**config.mk**
```make
export PLATFORM = sky130hd
export DESIGN_NAME = result_streamer
export DESIGN_NICKNAME = d
export VERILOG_FILES = /design/src/rtl/result_streamer.sv
export SDC_FILE = /design/constraint.sdc
export NUM_CORES = 1
export LEC_CHECK = 0
export ABC_AREA = 1
export BUFFER_PORTS_ARGS = -buffer_cell sky130_fd_sc_hd__buf_4
export CAP_MARGIN = 20
export CORE_MARGIN = 5
export CORE_UTILIZATION = 59
export DETAILED_ROUTE_END_ITERATION = 16
export PLACE_DENSITY = 0.94
export SYNTH_ARGS = -nofsm -noshare
export SYNTH_HDL_FRONTEND = slang
export SYNTH_SLANG_ARGS = --single-unit
```
**constraint.sdc**
```tcl
create_clock -name clk -period 7.5 [get_ports clk]
set_clock_uncertainty 0.15 [all_clocks]
set_input_delay 1.5 -clock clk [delete_from_list [all_inputs] [get_ports clk]]
set_output_delay 1.5 -clock clk [all_outputs]
set_load 0.1 [all_outputs]
```
**src/rtl/result_streamer.sv**
```systemverilog
// Streams a contiguous range of result BRAM words onto an AXI-Stream output.
// A 2-entry buffer absorbs the 1-cycle BRAM read latency and sink backpressure.
module result_streamer #(
    parameter int PE_COUNT   = 4,
    parameter int DATA_WIDTH = 32,
    parameter int BRAM_DEPTH = 1024,
    parameter int ADDR_WIDTH = $clog2(BRAM_DEPTH)
) (
    input  logic                             clk,
    input  logic                             rstn,
    input  logic                             start,
    input  logic [ADDR_WIDTH-1:0]            base_addr,
    input  logic [ADDR_WIDTH:0]              length,
    output logic                             bram_rd_en,
    output logic [ADDR_WIDTH-1:0]            bram_rd_addr,
    input  logic [PE_COUNT*DATA_WIDTH-1:0]   bram_rd_dout,
    output logic [PE_COUNT*DATA_WIDTH-1:0]   m_tdata,
    output logic                             m_tvalid,
    input  logic                             m_tready,
    output logic                             m_tlast,
    output logic                             busy,
    output logic                             done
);

    localparam int W = PE_COUNT * DATA_WIDTH;
    localparam logic [ADDR_WIDTH:0] ONE = 1;

    typedef enum logic [1:0] {IDLE, RUN, DONE} state_t;

    state_t                state;
    logic [ADDR_WIDTH-1:0] base_q;
    logic [ADDR_WIDTH:0]   len_q;
    logic [ADDR_WIDTH:0]   issued;
    logic [ADDR_WIDTH:0]   sent;
    logic                  inflight;
    logic [W-1:0]          fifo_mem [2];
    logic                  rd_ptr;
    logic                  wr_ptr;
    logic [1:0]            fifo_count;
    logic                  pop;
    logic                  push;
    logic                  issue;
    logic [2:0]            occupancy;

    // A read is only issued when the buffer is guaranteed a free slot on its return.
    always_comb begin
        m_tvalid  = (fifo_count != 2'd0);
        pop       = m_tvalid & m_tready;
        push      = inflight;
        occupancy = {1'b0, fifo_count} + {2'b00, inflight} - {2'b00, pop};
        issue     = (state == RUN) && (issued < len_q) && (occupancy < 3'd2);
    end

    always_comb begin
        bram_rd_en   = issue;
        bram_rd_addr = issue ? (base_q + issued[ADDR_WIDTH-1:0]) : '0;
        m_tdata      = m_tvalid ? fifo_mem[rd_ptr] : '0;
        m_tlast      = m_tvalid && (sent == (len_q - ONE));
        busy         = (state != IDLE);
        done         = (state == DONE);
    end

    always_ff @(posedge clk) begin
        if (!rstn) begin
            state       <= IDLE;
            base_q      <= '0;
            len_q       <= '0;
            issued      <= '0;
            sent        <= '0;
            inflight    <= 1'b0;
            rd_ptr      <= 1'b0;
            wr_ptr      <= 1'b0;
            fifo_count  <= '0;
            fifo_mem[0] <= '0;
            fifo_mem[1] <= '0;
        end else begin
            inflight   <= issue;
            fifo_count <= fifo_count + {1'b0, push} - {1'b0, pop};
            if (push) begin
                fifo_mem[wr_ptr] <= bram_rd_dout;
                wr_ptr           <= ~wr_ptr;
            end
            if (pop) begin
                rd_ptr <= ~rd_ptr;
                sent   <= sent + ONE;
            end
            if (issue) begin
                issued <= issued + ONE;
            end
            case (state)
                IDLE: begin
                    if (start) begin
                        base_q <= base_addr;
                        len_q  <= length;
                        issued <= '0;
                        sent   <= '0;
                        state  <= (length == '0) ? DONE : RUN;
                    end
                end
                RUN: begin
                    if (pop && m_tlast) begin
                        state <= DONE;
                    end
                end
                DONE:    state <= IDLE;
                default: state <= IDLE;
            endcase
        end
    end

endmodule

```
==> impl_metrics.yaml, run 1 <==
status:
  status: "complete, no violations"
worst_hold_path:
  hold_path.class: "register to register"
clock_tree:
  root_buffer: "clkbuf_16"
  cts.htree.levels: 1
  cts_tree: "yes"
  cts_buffer_depth: 3
  clkTransAtPathRegs_ns: 0.06
  post_cts_buffers: 0
  cts_hold_buf: 0
  worst_skew_pair.late_latency_ns: 0.54
  cts.sinks: 307
  cts_made_buffers: 31
  cts_resized: 0
logic_synthesis:
  syn_area_um2: 14180
  syn_nets: 1746
  yosysWarningCount: 0
  syn_inst: 1567
  postSynth.asyncResetShare: 0
  synth_top_cell_by_area: "edfxtp_1"
  netlist.area_leader.share: 0.5421
  ys.flop_type: "edfxtp_1"
  synth.most_common_cell: "nand2_1"
  synthTopCellsByArea: "edfxtp_1, nand2_1, nor2_1, dfxtp_1, a21oi_1"
  avgSynthCellArea_um2: 9.050
  synth.top_cells.by_count: "nand2_1, nor2_1, edfxtp_1, inv_1, a21oi_1"
  ys_seq_area_frac: 0.6141
  synth.distinct_cells: 34
  ys_ff_latch: 307
  synth_enable_flop_cells: 256
timing:
  tightest_slew_ns: 1.071
  final-hold-violation-count: 0
  setup_violations: 0
  rsz0062_at_grt: "false"
  relSlewSlack: 0.2857
  min_period_over_period: 0.7873
  setup-tns-final_ns: 0
  max_freq_mhz: 169.4
  drv_slew: 0
  fin_crit_ns: 5.905
power_and_ir_drop:
  p_sw_uw: 2965
  peakVddDrop_v: 0.0003174
  power_density_nw_per_um2: 363.6
  p_int_uw: 3462
  p_comb_frac: 0.428
  clockPowerShare: 0.247
  total_power_uw: 6428
  seq_power_share: 0.325
  leakage_uw: 0.007950
  p_sw_frac: 0.4613
routing:
  antenna_left: 0
  drc: 0
  drt-pass1-iter-count: 8
  wire_per_inst_um: 17.54
  vias: 11850
  drt_iter0_markers: 1169
  wl_um: 38080
  avgViaCountPerCell: 5.460
layout:
  num-fill-cells: 1546
  diodes: 0
  syn_to_final_growth_pct: 24.67
  drive_gt1_frac: 0.1976
  nNetsFinal: 2006
floorplanning:
  die_w_um: 165.0
  die_area_um2: 27240
  die_h_um: 165.0
  core_region_area_um2: 23540
  row_count: 56
  initial_utilization: 0.6024
  ios: 296
placed_design:
  gp_congestion: 0.8758
  dp_hpwl_um: 24390
  port_buffers: 295
grt:
  grt_max_degree: 83
  overflow: 0
  grt_pass1_vias: 11870
  grt_antenna_before_repair: 0
  grt_pass1_wl_um: 58310
  grt_use_total: 0.2691
setup_path:
  max_stage_delay_ns: 0.46
  crit_chain: "buf_4 > inv_1 > nor2_8 > ha_1 > inv_1 > ha_1 > fa_1 > nor3b_1 > nand2_2 > inv_2 > o21ai_1 > a21oi_1 > buf_4"
  crit_path_end_kind: "output pin"
  critPathKind: "primary input to output pin"
  crit_path_top_delay_cell: "fa_1"
  path_delay_family: "adder cells"
  arrival_ns: 4.25
  worstPathMaxFanout: 19
  crit_buf_inv: 5
  cp-start-kind: "primary input"
  cp_data_required_time_ns: 5.85
run:
  drv_cap: 0
[metrics by stage]
step / util / cells / instance area (µm²) / worst slack (ns) / hold WS, ns
after detailed placement: 0.7054 / 2112 / 16610 / 1.618 / 0.2936
after CTS: 0.7498 / 2170 / 17650 / 1.613 / 0.3133
after global routing: 0.7510 / 2171 / 17680 / 1.398 / 0.3369
after global placement: 0.7054 / 2112 / 16610 / 1.686 / 0.2810
final: 0.7510 / 2171 / 17680 / 1.595 / 0.3119
after floorplan: - / 1567 / 14180 / 0.6354 / 0.2757
[cell usage in the layout (no fill, tap or decap), types with 2 or more instances in the layout]
cell type / Yosys / layout
o21a_1: 2 / 2
o21ai_1: 6 / 6
or2_0: 2 / 2
edfxtp_1: 256 / 256
nand3b_1: 2 / 2
bufinv_16: 0 / 5
inv_2: 3 / 3
nand3_1: 34 / 33
inv_1: 185 / 184
clkbuf_16: 0 / 31
a21oi_1: 173 / 173
nor3b_1: 2 / 2
dfxtp_1: 51 / 50
nand2_1: 345 / 343
xor2_1: 8 / 8
nor4_1: 3 / 3
nor2_1: 324 / 324
xnor2_1: 4 / 4
ha_1: 24 / 24
nand4_1: 6 / 6
nand2_4: 0 / 2
clkbuf_1: 76 / 17
clkbuf_8: 0 / 3
fa_1: 2 / 2
buf_4: 0 / 306
nor3_1: 4 / 4
o21ai_0: 37 / 37
nor2_2: 6 / 5
[worst register-to-register path: cells and delay by family, from the launching register on]
| family | cells | cell delay [ns] |
|---|---|---|
| flops | 1 | 0.35 |
| compound gates | 1 | 0.06 |
| buf+inv | 3 | 0.88 |
| fa+ha+maj | 3 | 0.94 |
| simple gates | 6 | 1.03 |
[power by group through the flow]
stage | logic (µW) | registers (µW) | clock network, µW
finish | 2750 | 2090 | 1590
global route | 2870 | 2100 | 1680
CTS | 2740 | 2090 | 1610
detailed placement | 2730 | 2120 | 0
global placement | 2700 | 2110 | 0
floorplan | 2140 | 2080 | 0
[kinds of logic after synthesis]
logic type,count (synthesis),share of synthesized area
AND/OR/NAND/NOR,732,0.2035
flip-flops,307,0.6141
buffers and inverters,268,0.07155
AO/OA/AOI/OAI,222,0.07941
adder cells (fa/ha/maj),26,0.02400
XOR/XNOR,12,0.007411
[registers in the layout (all words and copies together) (netlist names), named ones only]
register    cells
sent           11
base_q         10
fifo_count      2
state           2
rd_ptr          1
inflight        1
fifo_mem      256
len_q          11
wr_ptr          1
issued         11
[path summary, 6_finish.rpt]
path / startpoint / end / slack (ns) / depth (start not counted)
setup reg to reg: fifo_count[1]$_SDFF_PN0_ / issued[2]$_SDFF_PN0_ / 3.97 / 13
hold / removal: rd_ptr$_SDFFE_PN0P_ / register / 0.31 / 1
hold reg to reg: rd_ptr$_SDFFE_PN0P_ / register / 0.31 / 1
setup / recovery: m_tready / bram_rd_addr[9] / 1.60 / 13
[per-layer routing]
layer | vias to the layer above | global-route usage | wire length [µm]
met5 | - | 0 | 0
met4 | 0 | 0.1062 | 1464
met3 | 102 | 0.04417 | 3220
met2 | 620 | 0.4814 | 19880
met1 | 5558 | 0.3248 | 13520
li1 | 5574 | - | -
[area by class of cell]
| class | count | area [µm²] | area share |
|---|---|---|---|
| repair buffers | 307 | 2325 | 0.1315 |
| inverters | 188 | 708.2 | 0.04006 |
| multi-input cells | 992 | 4491 | 0.2540 |
| well taps | 319 | 399.1 | 0.02258 |
| flip-flops and latches | 307 | 8712 | 0.4928 |
| clock buffers | 51 | 880.8 | 0.04982 |
| clock inverters | 7 | 163.9 | 0.009271 |
Power figures use the tool's default switching activity.
==> run 2, diff against run 1 <==
--- a/config.mk
+++ b/config.mk
@@ -5,13 +5,13 @@
 export SDC_FILE = /design/constraint.sdc
 export NUM_CORES = 1
 export LEC_CHECK = 0
-export ABC_AREA = 1
+export ABC_AREA = 0
 export BUFFER_PORTS_ARGS = -buffer_cell sky130_fd_sc_hd__buf_4
 export CAP_MARGIN = 20
 export CORE_MARGIN = 5
-export CORE_UTILIZATION = 59
+export CORE_UTILIZATION = 56
 export DETAILED_ROUTE_END_ITERATION = 16
-export PLACE_DENSITY = 0.94
+export PLACE_DENSITY = 0.9
 export SYNTH_ARGS = -nofsm -noshare
 export SYNTH_HDL_FRONTEND = slang
 export SYNTH_SLANG_ARGS = --single-unit
==> constraint.sdc (replaced) <==
create_clock -name clk -period 6 [get_ports clk]
set_clock_uncertainty 0.15 [all_clocks]
set_input_delay 1.2 -clock clk [delete_from_list [all_inputs] [get_ports clk]]
set_output_delay 1.2 -clock clk [all_outputs]
set_load 0.1 [all_outputs]
==> impl_metrics.yaml, run 2 <==
clock_tree:
  cts_buffer_depth: 3
  clkTransAtPathRegs_ns: 0.06
  cts_tree: "yes"
  cts_made_buffers: 34
  cts_resized: 0
  worst_skew_pair.late_latency_ns: 0.50
  root_buffer: "clkbuf_16"
  cts.htree.levels: 2
  cts_hold_buf: 0
  post_cts_buffers: 0
  cts.sinks: 307
power_and_ir_drop:
  p_comb_frac: 0.456
  p_sw_uw: 4025
  clockPowerShare: 0.228
  leakage_uw: 0.007318
  peakVddDrop_v: 0.0005282
  p_sw_frac: 0.4681
  seq_power_share: 0.317
  power_density_nw_per_um2: 470.6
  p_int_uw: 4573
grt:
  grt_pass1_vias: 10540
  grt_antenna_before_repair: 3
  grt_use_total: 0.2323
  grt_pass1_wl_um: 54510
  grt_max_degree: 129
  overflow: 0
layout:
  final_cell_mix: "buf_4, and2_1, edfxtp_1, nor2_1, mux2i_1"
  final_core_util: 0.7052
  syn_to_final_growth_pct: 24.44
  nNetsFinal: 1693
  largest-register: "fifo_mem"
  fin_area_um2: 18270
  drive_gt1_frac: 0.2405
  final_cell_count_no_fill: 1872
  layout_commonest_cell: "buf_4"
  largest_reg_flops: 256
logic_synthesis:
  synth.most_common_cell: "and2_1"
  ys.flop_type: "edfxtp_1"
  synth_top_cell_by_area: "edfxtp_1"
  postSynth.asyncResetShare: 0
  netlist.area_leader.share: 0.5236
  synth.top_cells.by_count: "and2_1, edfxtp_1, nor2_1, mux2i_1, nand2_1"
  ys_ff_latch: 307
  synthTopCellsByArea: "edfxtp_1, and2_1, mux2i_1, dfxtp_1, nor2_1"
  syn_area_um2: 14680
  avgSynthCellArea_um2: 11.83
  syn_inst: 1241
  synth_enable_flop_cells: 256
  syn_nets: 1420
  synth.distinct_cells: 52
  yosysWarningCount: 0
  ys_seq_area_frac: 0.5931
timing:
  final-hold-violation-count: 0
  drv_slew: 0
  tightest_slew_ns: 1.061
  max_freq_mhz: 187.8
  setup-tns-final_ns: 0
  min_period_over_period: 0.8873
  fin_crit_ns: 5.324
  relSlewSlack: 0.2928
  holdWs_ns: 0.3187
  setup_violations: 0
  rsz0062_at_grt: "false"
floorplanning:
  ios: 296
  die_w_um: 171.9
  initial_utilization: 0.5667
  core_region_area_um2: 25910
  die_area_um2: 29560
  row_count: 59
  die_h_um: 171.9
setup_path:
  r2r_start: "fifo_count[1]$_SDFF_PN0_"
  critPathKind: "primary input to output pin"
  arrival_ns: 3.97
  crit_buf_inv: 4
  ff2ff_setup_slack_ns: 2.79
  worstSetupStartpoint: "m_tready"
  crit_path_end_kind: "output pin"
  r2r_end: "issued[9]$_SDFF_PN0_"
  reg2regPathDepth: 14
  path_delay_family: "adder cells"
  cp_data_required_time_ns: 4.65
  cp-start-kind: "primary input"
  crit_path_top_delay_cell: "fa_1"
  max_stage_delay_ns: 0.46
  crit_chain: "buf_4 > and2_1 > ha_1 > inv_1 > ha_1 > fa_1 > nor4b_1 > nand2_1 > a21oi_4 > o2111a_1 > nor2_2 > inv_2 > and2_1 > buf_4"
  worstPathMaxFanout: 9
  worstSetupPathDepth: 14
placed_design:
  dp_hpwl_um: 23460
  place_area_um2: 17200
  placed_cells: 1812
  gp_congestion: 0.8896
  port_buffers: 295
status:
  status: "complete, no violations"
routing:
  vias: 10320
  drt-pass1-iter-count: 5
  drt_iter0_markers: 862
  antenna_left: 0
  avgViaCountPerCell: 5.514
  drc: 0
  wire_per_inst_um: 18.95
  wl_um: 35470
worst_hold_path:
  hold_path_depth: 2
  hold_end: "base_q[7]$_SDFFE_PN0P_"
  hold_path.class: "register to register"
  hold_path_startpoint: "base_q[7]$_SDFFE_PN0P_"
run:
  drv_cap: 0
## run 2: cell families (layout without fill, tap and decap cells)
logic type	count (synthesis)	count (layout)	share of synthesized area
AOI/OAI and AO/OA	80	80	0.04329
xor gates and xnor gates	32	32	0.02011
adders and majority gates	26	26	0.02318
buffers and inverters	94	387	0.02463
DFF	307	307	0.5931
muxes	131	131	0.08931
other	0	3	0
and+or+nand+nor	571	571	0.2064
## run 2: power groups by stage
stage | Sequential [µW] | Combinational (µW) | Clock (µW)
detailed placement | 2770 | 3920 | 0
finish | 2720 | 3920 | 1960
global route | 2750 | 4070 | 2080
floorplan | 2680 | 3130 | 0
CTS | 2720 | 3930 | 1990
global placement | 2750 | 3890 | 0
## run 2: final cells by class
type / instances / area (µm²)
Sequential cell: 307 / 8712
Fill cell: 1741 / 7640
Multi-Input combinational cell: 840 / 5655
Timing Repair Buffer: 308 / 2357
Clock buffer: 45 / 913.4
Tap cell: 335 / 419.2
Clock inverter: 11 / 120.1
Inverter: 23 / 86.33
Antenna cell: 3 / 7.507
## run 2: worst max-delay path by stage
stage | end | slack [ns]
after floorplan | bram_rd_addr[2] | -0.01
after global placement | bram_rd_addr[1] | 0.78
after detailed placement | bram_rd_addr[0] | 0.69
after CTS | bram_rd_addr[0] | 0.68
after global routing | bram_rd_addr[1] | 0.47
final | bram_rd_addr[0] | 0.68
## run 2: per-stage QoR
stage | worst slack, ns | power [µW]
finish | 0.6759 | 8598
global route | 0.4681 | 8896
CTS | 0.6774 | 8652
detailed placement | 0.6880 | 6689
global placement | 0.7755 | 6645
floorplan | -0.01381 | 5808
## run 2: routing by layer
| metal | global-route usage | share of wire | routed length, µm | vias to the layer above |
|---|---|---|---|---|
| met2 | 0.3856 | 0.49 | 17320 | 385 |
| met3 | 0.05876 | 0.080 | 2836 | 88 |
| met5 | 0 | 0.00037 | 13 | - |
| met4 | 0.09604 | 0.040 | 1409 | 2 |
| met1 | 0.2929 | 0.39 | 13900 | 4988 |
| li1 | - | - | - | 4859 |
## run 2: tightest hold or removal path, cell delays in order (launching register included)
cell,delay (ns)
dfxtp_1,0.31
nand2_1,0.05
a21boi_0,0.06
==> run 3, diff against run 2 <==
--- a/config.mk
+++ b/config.mk
@@ -12,6 +12,7 @@
 export CORE_UTILIZATION = 56
 export DETAILED_ROUTE_END_ITERATION = 16
 export PLACE_DENSITY = 0.9
+export RECOVER_POWER = 50
 export SYNTH_ARGS = -nofsm -noshare
 export SYNTH_HDL_FRONTEND = slang
 export SYNTH_SLANG_ARGS = --single-unit
==> impl_metrics.yaml, run 3 (synthesis results as in run 2) <==
grt:
  overflow: 0
  grt_antenna_before_repair: 3
  grt_max_degree: 129
  grt_use_total: 0.2323
  grt_pass1_vias: 10540
  grt_pass1_wl_um: 54510
routing:
  vias: 10290
  wl_um: 35470
  drt_iter0_markers: 848
  drt-met1-wl_um: 13840
  wire_per_inst_um: 18.95
  drc: 0
  wl_met3_um: 2675
  highest_layer: "met5"
  drt-pass1-iter-count: 5
  wl_met2_um: 17540
  avgViaCountPerCell: 5.494
  antenna_left: 0
setup_path:
  cp_data_required_time_ns: 4.65
  critPathKind: "primary input to output pin"
  cp-start-kind: "primary input"
  worstPathMaxFanout: 9
  ff2ff_setup_slack_ns: 2.33
  arrival_ns: 3.99
  crit_path_end_kind: "output pin"
clock_tree:
  cts.sinks: 307
  cts.htree.levels: 2
  cts_buffer_depth: 3
  cts_hold_buf: 0
  cts_tree: "yes"
  root_buffer: "clkbuf_16"
  cts_made_buffers: 34
  clkTransAtPathRegs_ns: 0.06
  cts_resized: 0
  worst_skew_pair.late_latency_ns: 0.50
  post_cts_buffers: 0
floorplanning:
  row_count: 59
  die_h_um: 171.9
  ios: 296
  die_w_um: 171.9
  die_area_um2: 29560
  core_region_area_um2: 25910
  initial_utilization: 0.5667
timing:
  relSlewSlack: -1.110
  drv_slew: 405
  setup_violations: 0
  setup-tns-final_ns: 0
  fin_crit_ns: 5.336
  max_freq_mhz: 187.4
  final-hold-violation-count: 0
  tightest_slew_ns: 3.165
  holdWs_ns: 0.3228
  min_period_over_period: 0.8893
  rsz0062_at_grt: "false"
worst_hold_path:
  hold_path.class: "register to register"
layout:
  syn_to_final_growth_pct: 23.95
  largest_reg_flops: 256
  nNetsFinal: 1693
  drive_gt1_frac: 0.2347
  final_cell_mix: "buf_4, edfxtp_1, and2_1, nor2_1, mux2i_1"
  final_core_util: 0.7024
  num-fill-cells: 1756
  largest-register: "fifo_mem"
  layout_commonest_cell: "buf_4"
placed_design:
  dp_hpwl_um: 23460
  gp_congestion: 0.8896
  port_buffers: 295
power_and_ir_drop:
  peakVddDrop_v: 0.0005284
  p_int_uw: 4575
  total_power_uw: 8596
  power_density_nw_per_um2: 472.3
  p_comb_frac: 0.454
  p_sw_frac: 0.4678
  leakage_uw: 0.007186
  clockPowerShare: 0.228
  seq_power_share: 0.318
  p_sw_uw: 4021
run:
  drv_cap: 6
status:
  status: "finished with violations"
  violations: "capacitance limit, slew limit"
## run 3: changes by cell type in the layout (fill, tap and decap cells not counted), sizes merged
cell	delta
buf	-7
clkbuf	+7
## run 3: stage by stage
step | std cells | area (µm²) | setup slack (ns)
6_report | 1872 | 18200 | 0.6640
5_1_grt | 1871 | 18200 | 0.4513
4_1_cts | 1868 | 18240 | 0.6774
3_5_place_dp | 1812 | 17200 | 0.6880
3_3_place_gp | 1812 | 17200 | 0.7755
2_1_floorplan | 1241 | 14690 | -0.01381
## run 3: critical path: stages
cell and delay, ns:
buf_4 0.11, and2_0 0.15, ha_1 0.28, inv_1 0.04, ha_1 0.18, fa_1 0.46
nor4b_1 0.26, nand2_1 0.14, a21oi_4 0.20, o2111a_1 0.33, nor2_2 0.13, inv_2 0.09
and2_1 0.12, buf_4 0.28
## run 3: final timing paths
| check | startpoint | to | cells past startpoint |
|---|---|---|---|
| hold reg to reg | base_q[7]$_SDFFE_PN0P_ | base_q[7]$_SDFFE_PN0P_ | 2 |
| setup / recovery | m_tready | bram_rd_addr[0] | 14 |
| setup reg to reg | inflight$_SDFF_PN0_ | fifo_mem[1][124]$_SDFFCE_PN0P_ | 4 |
| hold / removal | base_q[7]$_SDFFE_PN0P_ | base_q[7]$_SDFFE_PN0P_ | 2 |
## run 3: layer usage
| layer | vias to the layer above | global-route usage |
|---|---|---|
| li1 | 4854 | - |
| met1 | 4993 | 0.2929 |
| met2 | 351 | 0.3856 |
| met3 | 85 | 0.05876 |
| met4 | 2 | 0.09604 |
| met5 | - | 0 |
## run 3: cell type report
type	count	area, µm²	share of cell area
Antenna cell	3	7.507	0.0004125
Clock buffer	45	913.4	0.05019
Clock inverter	11	120.1	0.006600
Inverter	23	86.33	0.004744
Multi-Input combinational cell	840	5627	0.3092
Sequential cell	307	8712	0.4787
Tap cell	335	419.2	0.02303
Timing Repair Buffer	308	2313	0.1271
## run 3: power groups by stage
| stage | combinational [µW] | sequential, µW | clock, µW |
|---|---|---|---|
| after floorplan | 3130 | 2680 | 0 |
| after global placement | 3890 | 2750 | 0 |
| after detailed placement | 3920 | 2770 | 0 |
| after CTS | 3930 | 2720 | 1990 |
| after global routing | 4070 | 2760 | 2080 |
| final | 3910 | 2730 | 1960 |
